`config.mk`:
```
export PLATFORM = sky130hd
export DESIGN_NAME = traffic_light_ctrl
export DESIGN_NICKNAME = d
export VERILOG_FILES = /design/src/rtl/traffic_pkg.sv /design/src/rtl/phase_timer.sv /design/src/rtl/traffic_light_ctrl.sv
export SDC_FILE = /design/constraint.sdc
export NUM_CORES = 1
export LEC_CHECK = 0
export ABC_AREA = 1
export BUFFER_PORTS_ARGS = -buffer_cell sky130_fd_sc_hd__buf_4
export CAP_MARGIN = 20
export CELL_PAD_IN_SITES_DETAIL_PLACEMENT = 1
export CELL_PAD_IN_SITES_GLOBAL_PLACEMENT = 1
export CORE_MARGIN = 2
export CORE_UTILIZATION = 38
export CTS_BUF_LIST = sky130_fd_sc_hd__clkbuf_16
export DETAILED_ROUTE_END_ITERATION = 12
export PLACE_DENSITY = 0.81
export SYNTH_ARGS = -nofsm -noshare
export SYNTH_HDL_FRONTEND = slang
export SYNTH_SLANG_ARGS = --single-unit
```
`constraint.sdc`:
```
create_clock -name clk -period 2.3 [get_ports clk]
set_clock_uncertainty 0.1 [all_clocks]
set_input_delay 0.46 -clock clk [delete_from_list [all_inputs] [get_ports clk]]
set_output_delay 0.46 -clock clk [all_outputs]
set_load 0.02 [all_outputs]
```
`src/rtl/traffic_pkg.sv`:
```
// Shared types for the traffic light controller: FSM phase and per-direction lamp colour.
package traffic_pkg;

  typedef enum logic [2:0] {
    S_CLEAR,
    S_GREEN,
    S_YELLOW,
    S_PED,
    S_FLASH
  } phase_t;

  typedef enum logic [1:0] {
    LAMP_OFF,
    LAMP_RED,
    LAMP_YELLOW,
    LAMP_GREEN
  } lamp_t;

  // A duration is legal when the counter can reach dur-1 without wrapping.
  function automatic bit dur_ok(input int unsigned dur, input int unsigned cnt_w);
    return (dur != 0) && (64'(dur) <= (64'd1 << cnt_w));
  endfunction

  function automatic lamp_t lamp_of(input phase_t ph, input logic is_active,
                                    input logic flash_on);
    lamp_t l;
    l = LAMP_RED;
    unique case (ph)
      S_GREEN:  l = is_active ? LAMP_GREEN : LAMP_RED;
      S_YELLOW: l = is_active ? LAMP_YELLOW : LAMP_RED;
      S_FLASH:  l = flash_on ? LAMP_YELLOW : LAMP_OFF;
      default:  l = LAMP_RED;
    endcase
    return l;
  endfunction

endpackage

```
`src/rtl/phase_timer.sv`:
```
// Counts enabled ticks 0..dur-1; done flags the final enabled tick and the count restarts.
module phase_timer #(
  parameter int unsigned CNT_W = 8
) (
  input  logic             clk,
  input  logic             rst,
  input  logic             load,
  input  logic             en,
  input  logic [CNT_W:0]   dur,
  output logic             done
);

  logic [CNT_W-1:0] cnt_q;

  assign done = en & ({1'b0, cnt_q} == (dur - (CNT_W + 1)'(1)));

  always_ff @(posedge clk or posedge rst) begin
    if (rst) begin
      cnt_q <= '0;
    end else if (load || done) begin
      cnt_q <= '0;
    end else if (en) begin
      cnt_q <= cnt_q + CNT_W'(1);
    end
  end

endmodule

```
`src/rtl/traffic_light_ctrl.sv`:
```
// Round-robin traffic light controller with all-red clearance, pedestrian phase and
// flashing-yellow mode; lamp outputs are registered from the next-state values.
module traffic_light_ctrl
  import traffic_pkg::*;
#(
  parameter int unsigned NUM_DIR   = 2,
  parameter int unsigned GREEN_CYC = 10,
  parameter int unsigned YELLOW_CYC = 3,
  parameter int unsigned CLEAR_CYC = 2,
  parameter int unsigned PED_CYC   = 8,
  parameter int unsigned FLASH_CYC = 4,
  parameter int unsigned CNT_W     = 8
) (
  input  logic                       clk,
  input  logic                       rst,
  input  logic                       en,
  input  logic                       flash_mode,
  input  logic                       ped_req,
  output logic                       ped_ack,
  output logic                       ped_walk,
  output logic [NUM_DIR-1:0]         red,
  output logic [NUM_DIR-1:0]         yellow,
  output logic [NUM_DIR-1:0]         green,
  output logic [$clog2(NUM_DIR)-1:0] active_dir,
  output phase_t                     phase
);

  localparam int unsigned DIR_W = $clog2(NUM_DIR);

  if (NUM_DIR < 2 || NUM_DIR > 8) begin : g_bad_num_dir
    $error("traffic_light_ctrl: NUM_DIR must be in 2..8");
  end
  if (!dur_ok(GREEN_CYC, CNT_W) || !dur_ok(YELLOW_CYC, CNT_W) || !dur_ok(CLEAR_CYC, CNT_W) ||
      !dur_ok(PED_CYC, CNT_W) || !dur_ok(FLASH_CYC, CNT_W)) begin : g_bad_dur
    $error("traffic_light_ctrl: every duration must be in 1..2**CNT_W");
  end

  logic [CNT_W:0]     dur;
  logic               tmr_done;
  logic               tmr_load;
  phase_t             phase_d;
  logic [DIR_W-1:0]   dir_d;
  logic               flash_off_q, flash_off_d;
  logic               pending_q, pending_d;
  logic               ack_d;
  logic               enter_ped;
  logic [NUM_DIR-1:0] red_d, yellow_d, green_d;

  always_comb begin
    dur = (CNT_W + 1)'(CLEAR_CYC);
    unique case (phase)
      S_GREEN:  dur = (CNT_W + 1)'(GREEN_CYC);
      S_YELLOW: dur = (CNT_W + 1)'(YELLOW_CYC);
      S_PED:    dur = (CNT_W + 1)'(PED_CYC);
      S_FLASH:  dur = (CNT_W + 1)'(FLASH_CYC);
      default:  dur = (CNT_W + 1)'(CLEAR_CYC);
    endcase
  end

  phase_timer #(
    .CNT_W (CNT_W)
  ) u_timer (
    .clk  (clk),
    .rst  (rst),
    .load (tmr_load),
    .en   (en),
    .dur  (dur),
    .done (tmr_done)
  );

  always_comb begin
    phase_d     = phase;
    dir_d       = active_dir;
    flash_off_d = flash_off_q;
    tmr_load    = 1'b0;
    if (en) begin
      unique case (phase)
        S_CLEAR: begin
          if (tmr_done) begin
            if (flash_mode) begin
              phase_d     = S_FLASH;
              flash_off_d = 1'b0;
            end else if (pending_q) begin
              phase_d = S_PED;
            end else begin
              phase_d = S_GREEN;
            end
          end
        end
        S_GREEN:  if (tmr_done) phase_d = S_YELLOW;
        S_YELLOW: begin
          if (tmr_done) begin
            phase_d = S_CLEAR;
            dir_d   = (active_dir == DIR_W'(NUM_DIR - 1)) ? '0 : active_dir + DIR_W'(1);
          end
        end
        S_PED:    if (tmr_done) phase_d = S_GREEN;
        S_FLASH: begin
          // Leaving flash restarts the timer even if it was mid half-period.
          if (!flash_mode) begin
            phase_d  = S_CLEAR;
            dir_d    = '0;
            tmr_load = 1'b1;
          end else if (tmr_done) begin
            flash_off_d = ~flash_off_q;
          end
        end
        default: phase_d = S_CLEAR;
      endcase
    end
  end

  // A request arriving as the pending one is consumed is a fresh request: set wins.
  always_comb begin
    enter_ped = en && (phase == S_CLEAR) && (phase_d == S_PED);
    pending_d = pending_q;
    ack_d     = ped_ack;
    if (en) begin
      pending_d = ped_req | (pending_q & ~enter_ped);
      ack_d     = ped_req & (~pending_q | enter_ped);
    end
  end

  always_comb begin
    lamp_t l;
    l        = LAMP_OFF;
    red_d    = '0;
    yellow_d = '0;
    green_d  = '0;
    for (int unsigned i = 0; i < NUM_DIR; i++) begin
      l           = lamp_of(phase_d, dir_d == DIR_W'(i), ~flash_off_d);
      red_d[i]    = (l == LAMP_RED);
      yellow_d[i] = (l == LAMP_YELLOW);
      green_d[i]  = (l == LAMP_GREEN);
    end
  end

  always_ff @(posedge clk or posedge rst) begin
    if (rst) begin
      phase       <= S_CLEAR;
      active_dir  <= '0;
      flash_off_q <= 1'b0;
      pending_q   <= 1'b0;
      ped_ack     <= 1'b0;
      ped_walk    <= 1'b0;
      red         <= '1;
      yellow      <= '0;
      green       <= '0;
    end else begin
      phase       <= phase_d;
      active_dir  <= dir_d;
      flash_off_q <= flash_off_d;
      pending_q   <= pending_d;
      ped_ack     <= ack_d;
      ped_walk    <= (phase_d == S_PED);
      red         <= red_d;
      yellow      <= yellow_d;
      green       <= green_d;
    end
  end

endmodule

```
==> impl_metrics.env, run 1 <==
export IMPL_run_status="finished with violations"
export IMPL_failed_checks="setup timing"
export IMPL_critical_path_s_slowest_cell="dfrtp_2"
export IMPL_pin_count_of_the_biggest_net_entering_global_routing=15
export IMPL_ioPinCount=17
export IMPL_slew_limit_headroom_pct=67.9
export IMPL_place_port_buffers=16
export IMPL_grt_pass1_vias=1674
export IMPL_setup_violations=20
export IMPL_grt_ovf=0
export IMPL_critPathMostFrequentCell="nor2_4"
export IMPL_postSynthAreaPerCell_um2=7.35
export IMPL_via_density_per_instance=5.64
export IMPL_netlist_area_um2=1460
export IMPL_power_density_nw_per_um2=1720
export IMPL_yosysSeqAreaShare_pct=38.0
export IMPL_final_hold_violation_count=0
export IMPL_end_kind="flip-flop"
export IMPL_category_of_cells_accounting_for_the_largest_share_of_critical_path_delay="simple AND/OR/NAND/NOR gates"
export IMPL_globalplace_congestion=0.830
export IMPL_critPathArrivalTime_ns=2.83
export IMPL_vdd_ir_drop_max_mv=0.715
export IMPL_hold_buffers=0
export IMPL_post_route_period_util_pct=119
export IMPL_floorplan_core_area_um2=3660
export IMPL_fp_dieW_um=65.9
export IMPL_cts_sinks=22
export IMPL_drtIter0Drc=111
export IMPL_path_class="reg -> reg"
export IMPL_seq_cells_post_synth=22
export IMPL_setup_reg_to_reg_worst_slack_ns=-0.43
export IMPL_remaining_drc_errors=0
export IMPL_element_type_at_the_critical_path_start="flip-flop"
export IMPL_die_height_um=65.9
export IMPL_insertedDiodeCount=0
export IMPL_biggest_cell_delay_along_the_critical_path_ns=0.47
export IMPL_rsz_0062_raised_after_global_routing="yes"
export IMPL_tritoncts="yes"
export IMPL_antenna_found_initial=0
export IMPL_ant_nets=0
export IMPL_fin_ws_ns=-0.432
export IMPL_finalMaxSlewViolations=0
export IMPL_worst_setup_hold_path_clk_slew_ns=0.06
export IMPL_setup_total_negative_slack_ns=-5.14
export IMPL_clockRootBuffer="clkbuf_16"
export IMPL_first_pass_grt_wire_length_mm=8.93
export IMPL_drive_gt1_share_pct=51.4
export IMPL_rows=22
export IMPL_design_final_nets=255
export IMPL_cp_cell_sequence="nor2_4, inv_2, a21oi_4, ha_4, buf_4, nor2_4, inv_2, nand3_2, nor2_4, nand2_2, nor2_4, buf_6, nand3_2, nor2_4, a21oi_4, nor2_2, nand2_2, nand3_2, nor2_2"
export IMPL_dp_worst_setup_slack_ns=-0.181
export IMPL_max_slew_worst_pin_slew_ns=0.478
export IMPL_synthesized_netlist_cell_count=198
export IMPL_worstSkewPairLatency_ns=0.26
export IMPL_floorplan_die_area_um2=4340
export IMPL_hpwl_after_dpl_mm=3.40
export IMPL_maximum_achievable_frequency_mhz=366
export IMPL_critical_path_required_time_ns=2.40
export IMPL_grt_util_all_layers_pct=28.3
export IMPL_hold_path_class="in -> async"
export IMPL_cellLeakagePower_nw=1.13
export IMPL_areaGrowthSynthToFinish_pct=51.9
export IMPL_route_final_wire_length_mm=6.61
export IMPL_detailroute_via_count=1664
export IMPL_critical_path_n_buffers_inverters=4
export IMPL_floorplan_initialDensity_pct=39.7
export IMPL_cts_inserted_buffers=3
export IMPL_synth_warnings=0
export IMPL_clk_path_buf_depth=2
export IMPL_wl_per_cell_um=22.4
export IMPL_drv_max_cap_violation_count=0
export IMPL_post_route_util_pct=60.4
export IMPL_synth_net_count=205
export IMPL_crit_fanout=5
export IMPL_h_tree_depth=1
export IMPL_synth_distinct_cells=28
export IMPL_post_layout_minimum_cycle_time_ns=2.73
export IMPL_firstDrtPassIters=4
[cells by family (layout without fill, tap and decap cells)]
logic type                 count (synthesis)  count (layout)  share of synthesized area (%)
AOI/OAI and AO/OA                         13              13                           5.50
and+or+nand+nor                          122             122                           41.5
adders and majority gates                  2               2                           1.72
xor gates and xnor gates                   5               5                           3.01
DFF                                       22              22                           38.0
buffers and inverters                     34              83                           10.2
[flip-flops by register name, indices dropped and copies added (netlist names)]
signal	cells
active_dir	1
flash_off_q	1
green	2
ped_ack	1
ped_walk	1
pending_q	1
phase	3
red	2
u_timer.cnt_q	8
yellow	2
[synth_stat cells]
| library cell | number | area share (%) |
|---|---|---|
| nand2_1 | 41 | 11 |
| nor2_1 | 27 | 7.0 |
| inv_1 | 26 | 6.7 |
| nand3_1 | 26 | 8.9 |
| dfrtp_1 | 20 | 34 |
| nor2_2 | 5 | 2.1 |
| nor3_1 | 5 | 1.7 |
| xor2_1 | 5 | 3.0 |
| a21oi_1 | 4 | 1.4 |
| inv_2 | 4 | 1.0 |
| nand2_2 | 4 | 1.7 |
| nand3_2 | 4 | 2.8 |
| o21ai_0 | 4 | 1.4 |
| nand4_1 | 3 | 1.3 |
| a21oi_2 | 2 | 1.2 |
| buf_6 | 2 | 1.5 |
| dfstp_2 | 2 | 3.6 |
| ha_1 | 2 | 1.7 |
| nand2_4 | 2 | 1.5 |
| nor2_4 | 2 | 1.5 |
| a31oi_1 | 1 | 0.43 |
| buf_4 | 1 | 0.52 |
| inv_4 | 1 | 0.43 |
| nand3b_1 | 1 | 0.52 |
| nor2_8 | 1 | 1.4 |
| o21ai_2 | 1 | 0.60 |
| o31ai_1 | 1 | 0.52 |
| or2_2 | 1 | 0.43 |
[path summary, 6_finish.rpt]
| kind | cells past startpoint | start | endpoint |
|---|---|---|---|
| max | 19 | phase[0] | red[1] |
| min | 2 | rst | flash_off_q |
| max reg2reg | 19 | phase[0] | red[1] |
| min reg2reg | 2 | ped_ack | ped_ack |
| max in group asynchronous | 3 | rst | phase[0] |
| min in group clk | 3 | ped_req | pending_q |
[metal layers]
metal | vias to the layer above | global-route usage, % | wire length [um]
li1 | 726 | - | -
met1 | 830 | 36.2 | 2520
met2 | 82 | 49.2 | 3320
met3 | 26 | 3.07 | 383
met4 | 0 | 9.38 | 376
met5 | - | 0 | 0
[through the flow]
stage	instance area, um2	total power [mW]	cells	hold slack [ns]
floorplan	1470	1.81	198	0.348
global placement	1790	2.42	281	0.359
detailed placement	1790	2.49	281	0.362
CTS	2030	3.23	291	0.0871
global route	2210	3.99	295	0.148
finish	2210	3.80	295	0.111
[area by class of cell]
class,count,area [um2]
sequential,22,557
timing repair buffer,48,384
tap,48,60.1
inverter,31,121
clock inverter,1,3.75
clock buffer,3,75.1
multi-input combinational,142,1010
fill,430,1450
[what timing repair did]
| action | in CTS | in global routing |
|---|---|---|
| buffers inserted | 7 | 4 |
| endpoints found under the setup margin | 18 | 22 |
| resized for setup | 28 | 38 |
| pin swaps | 17 | 31 |
[layout by cell type, fill, tap and decap left out]
cell and instances:
buf_4 44, nand2_1 28, inv_1 23, dfrtp_1 17, nor2_1 16, nand3_1 15
nand2_2 13, nor2_2 11, nand3_2 11, nor2_4 7, nand2_4 6, inv_2 6
xor2_1 5, nor3_1 4, nand3_4 4, nand4_1 3, a21oi_4 3, clkbuf_16 3
dfrtp_2 3, buf_6 3, inv_4 2, o21ai_2 2, a21oi_1 2, o21ai_0 2
dfstp_2 2, nand3b_1 1, nor2_8 1, a31oi_4 1, a21oi_2 1, or2_2 1
o31ai_1 1, o21ai_1 1, nor3_2 1, ha_4 1, ha_1 1, clkinv_1 1
buf_12 1
[where the power goes]
part | total, mW | internal (mW) | switching [mW] | leakage, nW
clock network | 0.390 | 0.233 | 0.157 | 0.0385
logic | 2.69 | 1.06 | 1.62 | 0.813
registers | 0.726 | 0.549 | 0.177 | 0.275
(Power assumes the default switching activity.)
==> run 2, diff against run 1 <==
==> constraint.sdc (replaced) <==
create_clock -name clk -period 2.3 [get_ports clk]
set_clock_uncertainty 0.1 [all_clocks]
set_input_delay 0.46 -clock clk [delete_from_list [all_inputs] [get_ports clk]]
set_output_delay 0.46 -clock clk [all_outputs]
set_load 0.005 [all_outputs]
==> impl_metrics.env, run 2 (synthesis results as in run 1) <==
export IMPL_run_status="finished with violations"
export IMPL_failed_checks="setup timing"
export IMPL_firstDrtPassIters=4
export IMPL_worstSkewPairLatency_ns=0.26
export IMPL_remaining_drc_errors=0
export IMPL_dr_max_layer_used="met4"
export IMPL_ant_nets=0
export IMPL_fp_dieW_um=65.9
export IMPL_power_switching_share_pct=49.2
export IMPL_power_density_nw_per_um2=1600
export IMPL_critPathArrivalTime_ns=2.74
export IMPL_tritoncts="yes"
export IMPL_design_power_total_mw=3.24
export IMPL_dp_worst_setup_slack_ns=-0.206
export IMPL_design_final_nets=249
export IMPL_setup_violations=19
export IMPL_power_switching_mw=1.59
export IMPL_areaGrowthSynthToFinish_pct=39.6
export IMPL_place_port_buffers=16
export IMPL_post_place_cells=279
export IMPL_fin_ws_ns=-0.338
export IMPL_path_class="reg -> reg"
export IMPL_detailroute_via_count=1578
export IMPL_floorplan_die_area_um2=4340
export IMPL_grt_pass1_vias=1592
export IMPL_h_tree_depth=1
export IMPL_wl_per_cell_um=18.4
export IMPL_crit_fanout=7
export IMPL_element_type_at_the_critical_path_start="flip-flop"
export IMPL_setup_total_negative_slack_ns=-2.64
export IMPL_biggest_cell_delay_along_the_critical_path_ns=0.45
export IMPL_share_seq_of_total_power_pct=21.5
export IMPL_category_of_cells_accounting_for_the_largest_share_of_critical_path_delay="simple AND/OR/NAND/NOR gates"
export IMPL_post_layout_minimum_cycle_time_ns=2.64
export IMPL_clockPowerShare_pct=11.8
export IMPL_drive_gt1_share_pct=42.7
export IMPL_drv_max_cap_violation_count=0
export IMPL_hpwl_after_dpl_mm=3.36
export IMPL_cts_sinks=22
export IMPL_drtIter0Drc=79
export IMPL_rsz_0062_raised_after_global_routing="yes"
export IMPL_clk_path_buf_depth=2
export IMPL_critical_path_required_time_ns=2.40
export IMPL_route_final_wire_length_mm=5.32
export IMPL_die_height_um=65.9
export IMPL_rows=22
export IMPL_max_slew_worst_pin_slew_ns=0.527
export IMPL_mostFrequentLayoutCell="buf_4"
export IMPL_detail_route_wirelength_met1_mm=2.16
export IMPL_ioPinCount=17
export IMPL_cellLeakagePower_nw=1.07
export IMPL_regMostFlops="u_timer.cnt_q"
export IMPL_insertedDiodeCount=0
export IMPL_route_met2_wl_mm=2.87
export IMPL_antenna_found_initial=0
export IMPL_floorplan_core_area_um2=3660
export IMPL_clockRootBuffer="clkbuf_16"
export IMPL_reg_largest_list="u_timer.cnt_q (8), phase (3)"
export IMPL_globalplace_congestion=0.794
export IMPL_floorplan_initialDensity_pct=39.7
export IMPL_end_kind="flip-flop"
export IMPL_slew_limit_headroom_pct=64.6
export IMPL_critical_path_n_buffers_inverters=1
export IMPL_grt_ovf=0
export IMPL_maximum_achievable_frequency_mhz=379
export IMPL_post_route_period_util_pct=115
export IMPL_final_cell_count_without_fillers=289
export IMPL_via_density_per_instance=5.46
export IMPL_worst_setup_hold_path_clk_slew_ns=0.06
export IMPL_critical_path_s_slowest_cell="dfrtp_2"
export IMPL_hold_slack_ns=0.137
export IMPL_grt_util_all_layers_pct=24.1
export IMPL_pin_count_of_the_biggest_net_entering_global_routing=23
export IMPL_cell_internal_pwr_mw=1.65
export IMPL_finalMaxSlewViolations=0
export IMPL_most_common_layout_cells="41 x buf_4, 33 x nand2_1, 23 x inv_1, 21 x nand3_1, 21 x nor2_1"
export IMPL_vdd_ir_drop_max_mv=0.700
export IMPL_final_hold_violation_count=0
export IMPL_largest_register_ff_count=8
export IMPL_wl_met3_um=132
export IMPL_first_pass_grt_wire_length_mm=7.76
export IMPL_power_combinational_fraction_pct=66.6
export IMPL_cp_cell_sequence="nor2_4, inv_2, a21oi_4, ha_4, nand2_4, nand2_4, nor2_4, nand2_2, nor2_4, nand2_4, nor2_8, nand3_2, a21oi_2, nor2_1, nand2_2, nand3_2, nor2_2"
export IMPL_cts_inserted_buffers=3
export IMPL_final_fill_count=457
export IMPL_hold_path_class="in -> async"
run 2: through the flow:
| step | utilization (%) | cell area [um2] |
|---|---|---|
| 6_report | 55.5 | 2030 |
| 5_1_grt | 55.5 | 2030 |
| 4_1_cts | 53.2 | 1950 |
| 3_5_place_dp | 48.1 | 1760 |
| 3_3_place_gp | 48.1 | 1760 |
| 2_1_floorplan | - | 1460 |
run 2: worst paths after layout:
| kind | start | end | slack [ns] | depth (start not counted) |
|---|---|---|---|---|
| worst max-delay path | phase[0] | red[1] | -0.34 | 17 |
| worst min-delay path | rst | pending_q | 0.14 | 3 |
| worst max register to register | phase[0] | red[1] | -0.34 | 17 |
| worst min register to register | ped_ack | ped_ack | 0.40 | 2 |
| max in group asynchronous | rst | red[0] | 1.68 | 3 |
| min in group clk | ped_req | pending_q | 0.31 | 3 |
run 2: metal layers:
layer | up-vias | global-route usage, %
li1 | 714 | -
met5 | - | 0
met3 | 15 | 2.73
met2 | 42 | 43.9
met1 | 807 | 28.9
met4 | 0 | 8.59
run 2: repair_timing:
action	4_1_cts	5_1_grt
setup endpoints to repair	16	21
pin swaps	14	18
hold buffers	0	0
cloned	0	0
setup buffers	5	2
hold endpoints to repair	0	0
resized for setup	22	19
run 2: layout make-up:
type / count / area, um2 / share of cell area, %
flip-flops and latches: 22 / 557 / 27.4
clock inverters: 1 / 3.75 / 0.185
well taps: 48 / 60.1 / 2.96
inverters: 31 / 119 / 5.85
clock buffers: 3 / 75.1 / 3.70
repair buffers: 42 / 319 / 15.7
multi-input cells: 142 / 897 / 44.2
run 2: power groups by stage:
stage	clock, mW	sequential, mW	combinational, mW
finish	0.384	0.698	2.16
global route	0.391	0.715	2.32
CTS	0.384	0.687	1.86
detailed placement	0	0.683	1.63
global placement	0	0.674	1.57
floorplan	0	0.648	1.07
run 2: tightest hold or removal path, delay by kind of cell:
family | cells | cell delay, ns
buffers and inverters | 3 | 0.42
==> run 3, diff against run 2 <==
--- a/config.mk
+++ b/config.mk
@@ -5,16 +5,15 @@
 export SDC_FILE = /design/constraint.sdc
 export NUM_CORES = 1
 export LEC_CHECK = 0
-export ABC_AREA = 1
 export BUFFER_PORTS_ARGS = -buffer_cell sky130_fd_sc_hd__buf_4
 export CAP_MARGIN = 20
 export CELL_PAD_IN_SITES_DETAIL_PLACEMENT = 1
 export CELL_PAD_IN_SITES_GLOBAL_PLACEMENT = 1
 export CORE_MARGIN = 2
-export CORE_UTILIZATION = 38
+export CORE_UTILIZATION = 39
 export CTS_BUF_LIST = sky130_fd_sc_hd__clkbuf_16
 export DETAILED_ROUTE_END_ITERATION = 12
-export PLACE_DENSITY = 0.81
+export PLACE_DENSITY = 0.8
 export SYNTH_ARGS = -nofsm -noshare
 export SYNTH_HDL_FRONTEND = slang
 export SYNTH_SLANG_ARGS = --single-unit
==> impl_metrics.env, run 3 <==
export IMPL_run_status="finished with violations"
export IMPL_failed_checks="setup timing"
export IMPL_library_cell_with_the_highest_instance_count_after_synthesis="dfrtp_1"
export IMPL_path_class="reg -> reg"
export IMPL_slew_limit_headroom_pct=41.4
export IMPL_finalMaxSlewViolations=0
export IMPL_insertedDiodeCount=0
export IMPL_max_slew_worst_pin_slew_ns=0.879
export IMPL_power_density_nw_per_um2=1250
export IMPL_critPathArrivalTime_ns=3.09
export IMPL_floorplan_die_area_um2=3720
export IMPL_netlist_area_um2=1270
export IMPL_synth_top_cell_area_share_pct=39.5
export IMPL_wl_per_cell_um=20.6
export IMPL_rsz_0062_raised_after_global_routing="yes"
export IMPL_synth_edff_count=0
export IMPL_areaGrowthSynthToFinish_pct=53.3
export IMPL_cts_sinks=22
export IMPL_design_final_nets=190
export IMPL_antenna_found_initial=0
export IMPL_worst_setup_hold_path_clk_slew_ns=0.06
export IMPL_setup_reg_to_reg_worst_slack_ns=-0.74
export IMPL_postSynthAreaPerCell_um2=9.68
export IMPL_largest_family_of_logic_cells_by_synthesized_area="simple AND/OR/NAND/NOR gates"
export IMPL_design_power_total_mw=2.43
export IMPL_critical_path_n_buffers_inverters=0
export IMPL_critical_path_required_time_ns=2.35
export IMPL_layout_cell_area_non_filler_um2=1940
export IMPL_clk_path_buf_depth=2
export IMPL_regMostFlops="u_timer.cnt_q"
export IMPL_ant_nets=0
export IMPL_drv_max_cap_violation_count=0
export IMPL_cellLeakagePower_nw=0.860
export IMPL_synth_distinct_cells=51
export IMPL_setup_total_negative_slack_ns=-13.16
export IMPL_yosysSeqAreaShare_pct=43.6
export IMPL_fp_dieW_um=61.0
export IMPL_grt_ovf=0
export IMPL_dp_worst_setup_slack_ns=-0.732
export IMPL_end_kind="flip-flop"
export IMPL_element_type_at_the_critical_path_start="flip-flop"
export IMPL_yosys_area_top_type="dfrtp_1"
export IMPL_grt_util_all_layers_pct=26.6
export IMPL_first_pass_grt_wire_length_mm=7.00
export IMPL_final_cell_count_without_fillers=226
export IMPL_cp_cell_sequence="or3b_4, ha_4, xor2_1, nand4b_1, or3_4, a21o_4, or4_4, and2_4, nand2b_4"
export IMPL_mostFrequentLayoutCell="buf_4"
export IMPL_synth_simple_area_share_pct=24.9
export IMPL_synth_xor_area_share_pct=5.53
export IMPL_crit_fanout=6
export IMPL_die_height_um=61.0
export IMPL_hold_path_class="in -> async"
export IMPL_route_final_wire_length_mm=4.65
export IMPL_place_port_buffers=16
export IMPL_post_place_cells=213
export IMPL_fin_ws_ns=-0.739
export IMPL_synth_compound_area_share_pct=19.2
export IMPL_cts_inserted_buffers=3
export IMPL_post_route_period_util_pct=132
export IMPL_floorplan_initialDensity_pct=41.2
export IMPL_ioPinCount=17
export IMPL_largest_register_ff_count=8
export IMPL_setup_violations=22
export IMPL_most_common_layout_cells="46 x buf_4, 20 x dfrtp_1, 12 x nand2_1, 7 x nor2_1, 7 x buf_6"
export IMPL_globalplace_congestion=0.818
export IMPL_synthTopCellsByArea="dfrtp_1 39%, xor2_1 4.8%, nand2_1 4.4%"
export IMPL_synthTopCellsByCount="20 x dfrtp_1, 15 x nand2_1, 11 x nor2_1"
export IMPL_floorplan_core_area_um2=3080
export IMPL_drtIter0Drc=48
export IMPL_reg2reg_from="phase[1]"
export IMPL_vdd_ir_drop_max_mv=0.715
export IMPL_synthAdderAreaFrac_pct=1.97
export IMPL_reg_largest_list="u_timer.cnt_q (8), phase (3)"
export IMPL_async_reset_ff_share_pct=100
export IMPL_grt_pass1_vias=1323
export IMPL_most_used_flip_flop_cell_after_synthesis="dfrtp_1"
export IMPL_drive_gt1_share_pct=50.5
export IMPL_placement_cell_area_um2=1660
export IMPL_post_layout_minimum_cycle_time_ns=3.04
export IMPL_final_hold_violation_count=0
export IMPL_firstDrtPassIters=4
export IMPL_clockRootBuffer="clkbuf_16"
export IMPL_h_tree_depth=1
export IMPL_critical_path_s_slowest_cell="or4_4"
export IMPL_worstSkewPairLatency_ns=0.26
export IMPL_synth_net_count=138
export IMPL_critical_path_startpoint="phase[1]"
export IMPL_synthesized_netlist_cell_count=131
export IMPL_seq_cells_post_synth=22
export IMPL_maximum_achievable_frequency_mhz=329
export IMPL_pin_count_of_the_biggest_net_entering_global_routing=23
export IMPL_synth_warnings=0
export IMPL_rows=20
export IMPL_hpwl_after_dpl_mm=2.76
export IMPL_category_of_cells_accounting_for_the_largest_share_of_critical_path_delay="simple AND/OR/NAND/NOR gates"
export IMPL_via_density_per_instance=5.39
export IMPL_detailroute_via_count=1219
export IMPL_tritoncts="yes"
export IMPL_biggest_cell_delay_along_the_critical_path_ns=0.53
export IMPL_synth_mux_area_share_pct=1.78
export IMPL_remaining_drc_errors=0
## run 3: cell count changes after synthesis, sizes merged, moves of 3 or more
cell    delta
a21boi     +3
clkbuf     +3
inv       -28
nand2     -32
nand2b     +4
nand3     -27
nor2      -24
## run 3: cells by family (layout without fill, tap and decap cells)
group                      Yosys count  after routing
AOI/OAI and AO/OA                   32             32
xor gates and xnor gates             8              8
adders and majority gates            2              2
buffers and inverters                9             60
DFF                                 22             22
muxes                                2              2
and+or+nand+nor                     56             56
## run 3: path summary, 6_finish.rpt
check,to,cells past startpoint
worst max register to register,pending_q,9
worst min register to register,ped_ack,1
min in group clk,pending_q,3
worst max-delay path,pending_q,9
worst min-delay path,flash_off_q,2
max in group asynchronous,u_timer.cnt_q[3],2
## run 3: repair_timing
item	CTS	global route
endpoints found under the setup margin	22	22
gates cloned	0	0
pin swaps	6	9
setup buffers	7	4
gates resized for setup	23	10
hold buffers	0	0
## run 3: through the flow
stage / util, % / hold WS [ns]
final: 63.1 / 0.293
after CTS: 61.4 / 0.315
after global placement: 53.9 / 0.394
after global routing: 63.1 / 0.366
after floorplan: - / 0.348
after detailed placement: 53.9 / 0.379
## run 3: per-layer routing
layer  vias to the layer above  wire (um)  GRT usage (%)
met1                       630       2050           34.2
li1                        567          -              -
met2                        18       2490           47.9
met3                         4         86           3.84
met4                         0         25           4.97
met5                         -          0              0
## run 3: cell type report
cell class                 count  area, um2
clock buffer                   3       75.1
clock inverter                 1       3.75
fill                         342       1130
inverter                       3       11.3
multi-input combinational    100        821
sequential                    22        553
tap                           44       55.1
timing repair buffer          53        424
## run 3: report_power, final
| group | total [mW] | switching (mW) | internal [mW] |
|---|---|---|---|
| Combinational | 1.42 | 0.719 | 0.705 |
| Clock | 0.383 | 0.151 | 0.233 |
| Sequential | 0.625 | 0.112 | 0.512 |
